[src/rtl/tmnt_gfx_pkg.sv]
// Shared tilemap graphics definitions: shifter mode codes, sequencer states
// and the tile-row nibble extraction helper.
package tmnt_gfx_pkg;

    // Mode code presented to the four per-plane 4-bit pixel shifters.
    typedef enum logic [1:0] {
        SEL_LOAD = 2'b00,
        SEL_SHR  = 2'b01,   // shift toward bit 0
        SEL_SHL  = 2'b10,   // shift toward bit 3
        SEL_HOLD = 2'b11
    } sel_e;

    typedef enum logic [1:0] {
        IDLE,
        FETCH,
        DISCARD,
        RUN
    } state_e;

    localparam int PLANES = 4;

    // Pick one 4-pixel half of every plane byte: low_half selects bits [3:0],
    // otherwise bits [7:4]. Plane p lands on nibble p of the result.
    function automatic logic [15:0] tile_nibbles(input logic [31:0] word,
                                                 input logic        low_half);
        logic [15:0] nib;
        nib = '0;
        for (int p = 0; p < PLANES; p++) begin
            nib[4*p +: 4] = low_half ? word[8*p +: 4] : word[8*p+4 +: 4];
        end
        return nib;
    endfunction

endpackage

[src/rtl/tile_word_buf.sv]
// One-entry valid/ready buffer for tile row words. Besides the word it keeps
// the FLIP bit captured with it and a half flag telling whether the first
// nibble has already been consumed.
module tile_word_buf (
    input  logic        clk,
    input  logic        rst_n,
    input  logic        en,         // acceptance allowed (sequencer not idle)
    input  logic [31:0] tw,
    input  logic        tw_valid,
    input  logic        flip,
    input  logic        vacate,     // second nibble read this cycle
    input  logic        advance,    // first nibble read this cycle
    input  logic        flush,      // drop any held word
    output logic        tw_ready,
    output logic        valid,
    output logic [31:0] word,
    output logic        word_flip,
    output logic        half
);

    logic accept;

    // A vacating read frees the slot in the same cycle, so refill has no bubble.
    assign tw_ready = en && (!valid || vacate);
    assign accept   = tw_valid && tw_ready;

    // Occupancy, captured flip and half-consumed tracking.
    always_ff @(posedge clk or negedge rst_n) begin
        if (!rst_n) begin
            valid     <= 1'b0;
            half      <= 1'b0;
            word_flip <= 1'b0;
        end else if (flush) begin
            valid <= 1'b0;
            half  <= 1'b0;
        end else if (accept) begin
            valid     <= 1'b1;
            half      <= 1'b0;
            word_flip <= flip;
        end else if (vacate) begin
            valid <= 1'b0;
            half  <= 1'b0;
        end else if (advance) begin
            half <= 1'b1;
        end
    end

    // Word payload capture.
    // NOTE: the payload has no reset; it is only ever read while valid is set.
    always_ff @(posedge clk) begin
        if (accept && !flush) begin
            word <= tw;
        end
    end

endmodule

[src/rtl/fine_scroll_seq.sv]
// Fine X scroll sequencer for the four per-plane tilemap pixel shifters.
// Splits buffered tile row words into nibbles and issues load/shift/hold codes
// per pixel enable, applying fine scroll on line start.
// Optional horizontal flip is enabled by defining FINE_SCROLL_FLIP_EN; without
// it FLIP is ignored, SEL never shows the toward-bit-3 code and TAP3 stays 0.
module fine_scroll_seq
    import tmnt_gfx_pkg::*;
#(
    parameter int LINE_PIX = 320
) (
    input  logic        CLK,
    input  logic        nRESET,
    input  logic        HSTART,
    input  logic        PE,
    input  logic [2:0]  FSCROLL,
    input  logic        FLIP,
    input  logic [31:0] TW,
    input  logic        TW_VALID,
    output logic        TW_READY,
    output logic [1:0]  SEL,
    output logic [15:0] DIN,
    output logic        TAP3,
    output logic        PIX_VALID,
    output logic        UNDERRUN
);

    localparam logic [8:0] LAST_PIX = 9'(LINE_PIX - 1);

    state_e      state_q, state_d;
    logic [2:0]  fs_q, fs_d;
    logic [1:0]  phase_q, phase_d;
    logic [1:0]  dcnt_q, dcnt_d;
    logic [8:0]  pix_q, pix_d;
    sel_e        sel_q, sel_d;
    logic [15:0] din_q, din_d;
    logic        tap3_q, tap3_d;
    logic        pv_q, pv_d;
    logic        und_q, und_d;

    logic        do_load, load_second, flush;
    logic        buf_vacate, buf_advance;
    logic        buf_valid, buf_half, buf_flip;
    logic [31:0] buf_word;
    logic        flip_in;
    sel_e        shift_code;

`ifdef FINE_SCROLL_FLIP_EN
    assign flip_in    = FLIP;
    assign shift_code = tap3_q ? SEL_SHL : SEL_SHR;
    assign TAP3       = tap3_q;
`else
    logic unused_flip;
    assign unused_flip = FLIP ^ tap3_q;
    assign flip_in     = 1'b0;
    assign shift_code  = SEL_SHR;
    assign TAP3        = 1'b0;
`endif

    // A buffer read only consumes a nibble when a word is actually held.
    assign buf_vacate  = do_load && buf_valid && load_second;
    assign buf_advance = do_load && buf_valid && !load_second;

    tile_word_buf u_buf (
        .clk       (CLK),
        .rst_n     (nRESET),
        .en        (state_q != IDLE),
        .tw        (TW),
        .tw_valid  (TW_VALID),
        .flip      (flip_in),
        .vacate    (buf_vacate),
        .advance   (buf_advance),
        .flush     (flush),
        .tw_ready  (TW_READY),
        .valid     (buf_valid),
        .word      (buf_word),
        .word_flip (buf_flip),
        .half      (buf_half)
    );

    // Next-state, counters and next registered shifter controls.
    always_comb begin
        // NOTE: every signal gets a default first so no path can infer a latch.
        state_d     = state_q;
        fs_d        = fs_q;
        phase_d     = phase_q;
        dcnt_d      = dcnt_q;
        pix_d       = pix_q;
        sel_d       = SEL_HOLD;
        din_d       = din_q;
        tap3_d      = tap3_q;
        pv_d        = 1'b0;
        und_d       = und_q;
        do_load     = 1'b0;
        load_second = 1'b0;
        flush       = 1'b0;

        case (state_q)
            IDLE: begin
                if (HSTART) begin
                    fs_d    = FSCROLL;
                    und_d   = 1'b0;
                    pix_d   = '0;
                    state_d = FETCH;
                end
            end
            FETCH: begin
                // Coarse part of the scroll: FSCROLL[2] skips the first nibble.
                if (buf_valid) begin
                    do_load     = 1'b1;
                    load_second = fs_q[2];
                    dcnt_d      = '0;
                    phase_d     = fs_q[1:0];
                    state_d     = DISCARD;
                end
            end
            DISCARD: begin
                // Free-running shifts drop FSCROLL[1:0] pixels before display.
                if (dcnt_q != fs_q[1:0]) begin
                    sel_d  = shift_code;
                    dcnt_d = dcnt_q + 2'd1;
                    if (dcnt_q + 2'd1 == fs_q[1:0]) begin
                        state_d = RUN;
                    end
                end else begin
                    state_d = RUN;
                end
            end
            RUN: begin
                if (PE) begin
                    pv_d  = 1'b1;
                    pix_d = pix_q + 9'd1;
                    if (pix_q == LAST_PIX) begin
                        state_d = IDLE;
                        flush   = 1'b1;
                    end else if (phase_q == 2'd3) begin
                        do_load     = 1'b1;
                        load_second = buf_half;
                        phase_d     = 2'd0;
                    end else begin
                        sel_d   = shift_code;
                        phase_d = phase_q + 2'd1;
                    end
                end
            end
            default: state_d = IDLE;
        endcase

        // An empty buffer at load time loads transparent pixels and flags it.
        if (do_load) begin
            sel_d = SEL_LOAD;
            if (buf_valid) begin
                din_d  = tile_nibbles(buf_word, load_second ^ buf_flip);
                tap3_d = buf_flip;
            end else begin
                din_d = '0;
                und_d = 1'b1;
            end
        end
    end

    // State and registered outputs.
    always_ff @(posedge CLK or negedge nRESET) begin
        // NOTE: non-blocking assignments so every flop samples pre-edge values.
        if (!nRESET) begin
            state_q <= IDLE;
            fs_q    <= '0;
            phase_q <= '0;
            dcnt_q  <= '0;
            pix_q   <= '0;
            sel_q   <= SEL_HOLD;
            din_q   <= '0;
            tap3_q  <= 1'b0;
            pv_q    <= 1'b0;
            und_q   <= 1'b0;
        end else begin
            state_q <= state_d;
            fs_q    <= fs_d;
            phase_q <= phase_d;
            dcnt_q  <= dcnt_d;
            pix_q   <= pix_d;
            sel_q   <= sel_d;
            din_q   <= din_d;
            tap3_q  <= tap3_d;
            pv_q    <= pv_d;
            und_q   <= und_d;
        end
    end

    assign SEL       = sel_q;
    assign DIN       = din_q;
    assign PIX_VALID = pv_q;
    assign UNDERRUN  = und_q;

endmodule

[config.mk]
export PLATFORM = sky130hd
export DESIGN_NAME = fine_scroll_seq
export DESIGN_NICKNAME = d
export VERILOG_FILES = /design/src/rtl/tmnt_gfx_pkg.sv /design/src/rtl/tile_word_buf.sv /design/src/rtl/fine_scroll_seq.sv
export SDC_FILE = /design/constraint.sdc
export NUM_CORES = 1
export LEC_CHECK = 0
export ABC_AREA = 0
export BUFFER_PORTS_ARGS = -buffer_cell sky130_fd_sc_hd__buf_2
export CAP_MARGIN = 20
export CORE_ASPECT_RATIO = 0.5
export CORE_UTILIZATION = 55
export CTS_CLUSTER_SIZE = 40
export DETAILED_ROUTE_END_ITERATION = 10
export GPL_ROUTABILITY_DRIVEN = 0
export MAX_ROUTING_LAYER = met4
export PLACE_DENSITY = 0.79
export SYNTH_ARGS = -nofsm -noshare
export SYNTH_HDL_FRONTEND = slang
export SYNTH_SLANG_ARGS = --single-unit
[constraint.sdc]
create_clock -name CLK -period 5.4 [get_ports CLK]
set_input_delay 0.27 -clock CLK [delete_from_list [all_inputs] [get_ports CLK]]
set_output_delay 0.27 -clock CLK [all_outputs]
set_load 0.005 [all_outputs]
==> impl_metrics.ini, run 1 <==
[min_path]
hp-class = primary input to async pin

[die]
core_area_um2 = 5730
rows = 19
ioPinCount = 63
start_util_pct = 59.7
die_x_um = 114
die_y_um = 57.8
dieArea_um2 = 6560

[critical_path]
path_class = flop to flop
crit_slowest_cell = and4_1
r2r_cells = 6
slowest_delay_ns = 0.70
crit_path_end_kind = flop
crit_family = simple AND/OR/NAND/NOR gates
cp-startpoint = state_q[0]
crit_arrival_ns = 2.91
rr_endpoint = u_buf.word[1]
regToRegSetupSlack_ns = 2.49
worst-path-buf-inv = 1
reg2reg_from = state_q[0]
cp-start-kind = flop
cp_max_fo = 32
path_cells = ha_1 > and4_1 > o21ai_1 > nand3_1 > nor3b_2 > buf_4
cp.required_ns = 5.39

[yosys]
synth_edf_count = 32
synth.distinct_cells = 54
synth_top_family_by_area = compound AO/OA/AOI/OAI gates
muxShareOfSynthArea_pct = 1.94
ys.flop_type = dfrtp_1
syn-cell-area_um2 = 3420
syn_inst = 302
ys_seq_area_share_pct = 57.4
synth-seq-cells = 72
synth-adder-area-share_pct = 2.56
yosys.area.top_type_share_pct = 28.1
yosys.area_share.simple_pct = 13.5
synth_compound_area_share_pct = 19.3
synthTopCellsByArea = edfxtp_1 28%, dfrtp_1 28%, o211ai_1 7.5%, nand2_1 4.6%, a22o_1 4.4%
syn-num-nets = 350
yosysTopAreaCell = edfxtp_1
synth-xor-area-share_pct = 1.54
synth_warnings = 0
syn_avg_cell_area_um2 = 11.3
async_flop_share_pct = 55.6

[detailed_routing]
drc = 0
wl_per_cell_um = 16.3
firstDrtPassIters = 4
antenna_left = 0
vias = 2564
avgViaCountPerCell = 5.76
drtIter0Drc = 126
totalWireLength_um = 7240

[finish]
layout-drive-gt1-share_pct = 25.5
synthToLayoutAreaGrowth_pct = 18.2
insertedDiodeCount = 0
final_cells = 445
postLayoutCoreUtil_pct = 70.6
n_fill_cell = 403
nNetsFinal = 404

[global_route]
globalRouteTotalUtil_pct = 24.8
overflow = 0
grt_pass1_vias = 2525
grt_pass1_wl_um = 11800
antenna_found_initial = 0
grt_max_degree = 41

[timing]
fin_crit_ns = 2.91
worst_pin_slew_ns = 0.887
final-hold-violation-count = 0
post-route-period-util_pct = 53.9
fin_setup_tns_ns = 0
slew_viol_final = 0
clock_skew_ns = 0.00470
clock.fmax_mhz = 344
rsz0062_at_grt = no
finalSetupViolCount = 0
timing.hold.ws_ns = 0.0553
slew_headroom_pct = 40.9

[placed_design]
dp.cells = 427
dp_hpwl_um = 4860
port_buffers = 60

[run_status]
outcome = finished clean

[clock_network]
post_cts.repair.setup_buffers = 0
clockBufferDepth = 2
clk_pin_slew_ns = 0.06
cts.sinks = 72
cts_resized = 0
cts_root_buffer = clkbuf_16
cts_tree = yes
hold_buffers = 0
clk_latency_ns = 0.34
cts_max_level = 3
cts_buffers = 9

[pwr]
peakVddDrop_mv = 0.325
powerDensity_nw_per_um2 = 558
total_power_mw = 2.26
p_leak_nw = 1.71

[flow_run]
maxCapViolCount = 0
-- power by group --
part	total [mW]	internal [mW]	leakage (nW)	switching (mW)
Sequential	0.901	0.772	0.790	0.128
Clock	0.541	0.312	0.125	0.229
Combinational	0.815	0.369	0.799	0.447
Total	2.26	1.45	1.71	0.804
-- placed cells by master (no fill, tap or decap), types with 2 or more instances in the layout --
cell type / instances
clkinvlp_4: 3
nor2_1: 14
dfrtp_1: 38
and3_1: 3
o211ai_1: 34
edfxtp_1: 32
nand3_1: 6
xnor2_1: 4
o21ai_1: 5
nor3_1: 3
mux2_2: 4
a31oi_1: 6
inv_1: 7
dfstp_2: 2
clkbuf_16: 9
or3_1: 3
a22o_1: 17
a21oi_1: 5
buf_4: 2
nand2b_1: 4
nor2b_1: 6
o21ai_0: 7
o22ai_1: 2
buf_2: 60
a41o_1: 2
xor2_1: 2
nand2_1: 42
ha_1: 7
-- worst max path at each step --
stage,end,slack (ns),cells past startpoint
floorplan,u_buf.word[0],1.09,7
global placement,u_buf.word[14],2.58,6
detailed placement,u_buf.word[28],2.53,6
CTS,u_buf.word[7],2.51,6
global route,u_buf.word[25],2.30,6
finish,u_buf.word[1],2.49,6
-- flip-flops by register name, summed over array words and instances, names as in the netlist, 2 cells and up --
name        count
u_buf.word     32
DIN            16
pix_q           9
fs_q            3
SEL             2
dcnt_q          2
phase_q         2
state_q         2
-- kinds of logic after synthesis --
logic type	count (synthesis)
xor gates and xnor gates	6
buffers and inverters	28
adders and majority gates	7
other	1
muxes	6
DFF	72
AOI/OAI and AO/OA	89
and+or+nand+nor	93
-- synth_stat cells, types with 3 or more instances --
cell and n:
o21ai_1 5, xnor2_1 4, ha_1 7, nand2b_1 4, a31oi_1 6, nor2b_1 6, a22o_1 17, nand3_1 6
nand2_1 42, clkbuf_1 10, mux2_2 4, or3_1 3, o211ai_1 34, dfrtp_1 38, and3_1 3, o21ai_0 7
a21oi_1 5, buf_2 8, nor2_1 14, inv_1 7, edfxtp_1 32, nor3_1 3
-- layer usage --
metal	vias to the layer above	share of wire, %	track usage (%)
met5	-	0	-
met3	11	6.4	6.49
li1	1239	-	-
met4	0	1.5	11.8
met2	86	48	38.6
met1	1228	45	30.9
-- final cells by class --
class,instances,area (um2),area share (%)
Clock buffer,10,229,5.66
Inverter,8,30.0,0.743
Timing Repair Buffer,63,330,8.17
Multi-Input combinational cell,202,1340,33.1
Sequential cell,72,1960,48.6
Clock inverter,6,45.0,1.11
Tap cell,84,105,2.60
-- stage by stage --
stage	setup WS [ns]	cell area, um2
final	2.49	4040
after CTS	2.51	4020
after global placement	2.58	3750
after floorplan	1.09	3420
after global routing	2.30	4040
after detailed placement	2.53	3750
Note: power is estimated with default switching activity, not from simulation.
==> run 2, diff against run 1 <==
--- a/config.mk
+++ b/config.mk
@@ -5,11 +5,11 @@
 export SDC_FILE = /design/constraint.sdc
 export NUM_CORES = 1
 export LEC_CHECK = 0
-export ABC_AREA = 0
+export ABC_AREA = 1
 export BUFFER_PORTS_ARGS = -buffer_cell sky130_fd_sc_hd__buf_2
 export CAP_MARGIN = 20
 export CORE_ASPECT_RATIO = 0.5
-export CORE_UTILIZATION = 55
+export CORE_UTILIZATION = 54
 export CTS_CLUSTER_SIZE = 40
 export DETAILED_ROUTE_END_ITERATION = 10
 export GPL_ROUTABILITY_DRIVEN = 0
==> constraint.sdc (replaced) <==
create_clock -name CLK -period 2.8 [get_ports CLK]
set_input_delay 0.14 -clock CLK [delete_from_list [all_inputs] [get_ports CLK]]
set_output_delay 0.14 -clock CLK [all_outputs]
set_load 0.005 [all_outputs]
==> run 2 against run 1 <==
  * Sequential share of layout area rose by 0.20 points
  * First-iteration DRC count rose by 10%
  * Routed wire length is 7.1% lower
  * Clock power increased by 94%
  * Maximum frequency rose by 20%
  * Register-to-register slack lost 2.1 ns
  * Synthesized cell count shrank 7.9%
==> impl_metrics.ini, run 2 <==
[run_status]
outcome = finished clean

[yosys]
yosysMostFrequentCell = nand2_1
synth_warnings = 0
yosys-top-cells-count = 72 x nand2_1, 38 x dfrtp_1, 32 x edfxtp_1, 24 x inv_1, 14 x nand3_1
ys.flop_type = dfrtp_1
ys_seq_area_share_pct = 64.1
synth.distinct_cells = 39
yosys.area.top_type_share_pct = 31.3
syn-cell-area_um2 = 3070
async_flop_share_pct = 55.6
syn_inst = 278
synth-seq-cells = 72
yosysTopAreaCell = edfxtp_1
synthTopCellsByArea = edfxtp_1 31%, dfrtp_1 31%, nand2_1 8.8%, inv_1 2.9%, ha_1 2.9%
syn-num-nets = 326
syn_avg_cell_area_um2 = 11.0
synth_edf_count = 32

[timing]
final-hold-violation-count = 0
slew_viol_final = 0
timing.hold.ws_ns = 0.00699
fin_setup_tns_ns = 0
worst_pin_slew_ns = 0.882
fin_crit_ns = 2.43
post-route-period-util_pct = 86.8
clock_skew_ns = 0.00444
rsz0062_at_grt = no
slew_headroom_pct = 41.2
clock.fmax_mhz = 412
finalSetupViolCount = 0

[detailed_routing]
drc = 0
avgViaCountPerCell = 5.17
drtIter0Drc = 139
totalWireLength_um = 6720
vias = 2344
firstDrtPassIters = 4
antenna_left = 0
wl_per_cell_um = 14.8

[die]
ioPinCount = 63
die_y_um = 55.3
rows = 18
core_area_um2 = 5180
die_x_um = 109
dieArea_um2 = 6000
start_util_pct = 59.2

[pwr]
p_switching_mw = 1.35
swShare_pct = 35.6
p_int_mw = 2.44
p_leak_nw = 1.84
powerDensity_nw_per_um2 = 942
peakVddDrop_mv = 0.494
comb_power_share_pct = 31.5
seqPwrFrac_pct = 40.9
total_power_mw = 3.79
power.share.clock_pct = 27.6

[placed_design]
dp_hpwl_um = 3970
port_buffers = 60
dp.cells = 403

[global_route]
grt_pass1_wl_um = 11400
globalRouteTotalUtil_pct = 26.5
overflow = 0
antenna_found_initial = 0
grt_max_degree = 41
grt_pass1_vias = 2418

[clock_network]
hold_buffers = 34
post_cts.repair.setup_buffers = 0
cts_resized = 0
cts_buffers = 9
cts_max_level = 3
clk_pin_slew_ns = 0.06
cts_root_buffer = clkbuf_16
clockBufferDepth = 2
cts_tree = yes
cts.sinks = 72
clk_latency_ns = 0.34

[critical_path]
path_cells = ha_1 > nand2_2 > nor2_2 > nand3_2 > nand2_2 > nand3_2 > nand2_1 > nand3_1 > nor2_2 > buf_4
path_class = flop to flop
cp_max_fo = 32
slowest_delay_ns = 0.42
crit_arrival_ns = 2.42
cp.required_ns = 2.79
cp-start-kind = flop
crit_path_end_kind = flop
crit_slowest_cell = ha_1

[finish]
regMostFlops = u_buf.word
largest_reg_flops = 32
layout-drive-gt1-share_pct = 27.2
nNetsFinal = 426
insertedDiodeCount = 0
synthToLayoutAreaGrowth_pct = 31.3
layout_common_cells = 72 x nand2_1, 60 x buf_2, 38 x dfrtp_1
layout_commonest_cell = nand2_1
final_cells = 453

[flow_run]
maxCapViolCount = 0

[min_path]
hp-class = primary input to flop
-- run 2: cell count changes after synthesis, sizes merged, moves of 5 or more --
cell / change
nand2: +37
o211ai: -33
inv: +20
a22o: -17
nand3: +12
clkbuf: -10
a22oi: +7
nor2b: -6
a31oi: -5
mux2: -5
-- run 2: worst max-delay path: cells and delay by family (launching register included) --
family,cells,cell delay (ns)
adder cells (fa/ha/maj),1,0.42
buffers and inverters,1,0.36
flip-flops,1,0.41
AND/OR/NAND/NOR,8,0.88
-- run 2: final timing paths --
| kind | end | depth (start not counted) | startpoint | slack, ns |
|---|---|---|---|---|
| worst max-delay path | u_buf.word[23] | 10 | state_q[0] | 0.37 |
| worst max register to register | u_buf.word[23] | 10 | state_q[0] | 0.37 |
| max in group asynchronous | fs_q[1] | 2 | nRESET | 1.70 |
| worst min register to register | DIN[11] | 2 | u_buf.word[19] | 0.46 |
| worst min-delay path | fs_q[2] | 3 | FSCROLL[2] | 0.007 |
| min in group asynchronous | DIN[7] | 2 | nRESET | 0.53 |
-- run 2: power by group through the flow --
stage | clock, mW | combinational, mW | sequential (mW)
after global routing | 1.11 | 1.34 | 1.58
after detailed placement | 0 | 1.13 | 1.56
after floorplan | 0 | 0.812 | 1.53
after CTS | 1.06 | 1.17 | 1.54
final | 1.05 | 1.20 | 1.55
after global placement | 0 | 1.07 | 1.54
-- run 2: through the flow --
step,area (um2),util (%),setup WS (ns)
final,4030,77.8,0.370
after global routing,4030,77.8,0.179
after CTS,4030,77.8,0.438
after detailed placement,3410,65.9,0.453
after global placement,3410,65.9,0.523
after floorplan,3070,-,0.246
-- run 2: metal layers --
layer  routed length, um  GRT usage (%)
met5                   0              -
met4                 202           12.5
met3                 390           7.79
met2                3290           41.2
met1                2840           32.0
-- run 2: cell families after synthesis --
family,synth area share [%]
AO/OA/AOI/OAI,7.51
multiplexers,0.326
AND/OR/NAND/NOR,19.2
other,0.122
buffers and inverters,5.06
XOR/XNOR,0.857
flip-flops,64.1
adder cells (fa/ha/maj),2.86
-- run 2: final cells by class --
class                           count  area [um2]
Sequential cell                    72        1960
Fill cell                         327        1150
Multi-Input combinational cell    172         950
Timing Repair Buffer               95         648
Clock buffer                        9         225
Inverter                           28         105
Tap cell                           70        87.6
Clock inverter                      7        47.5
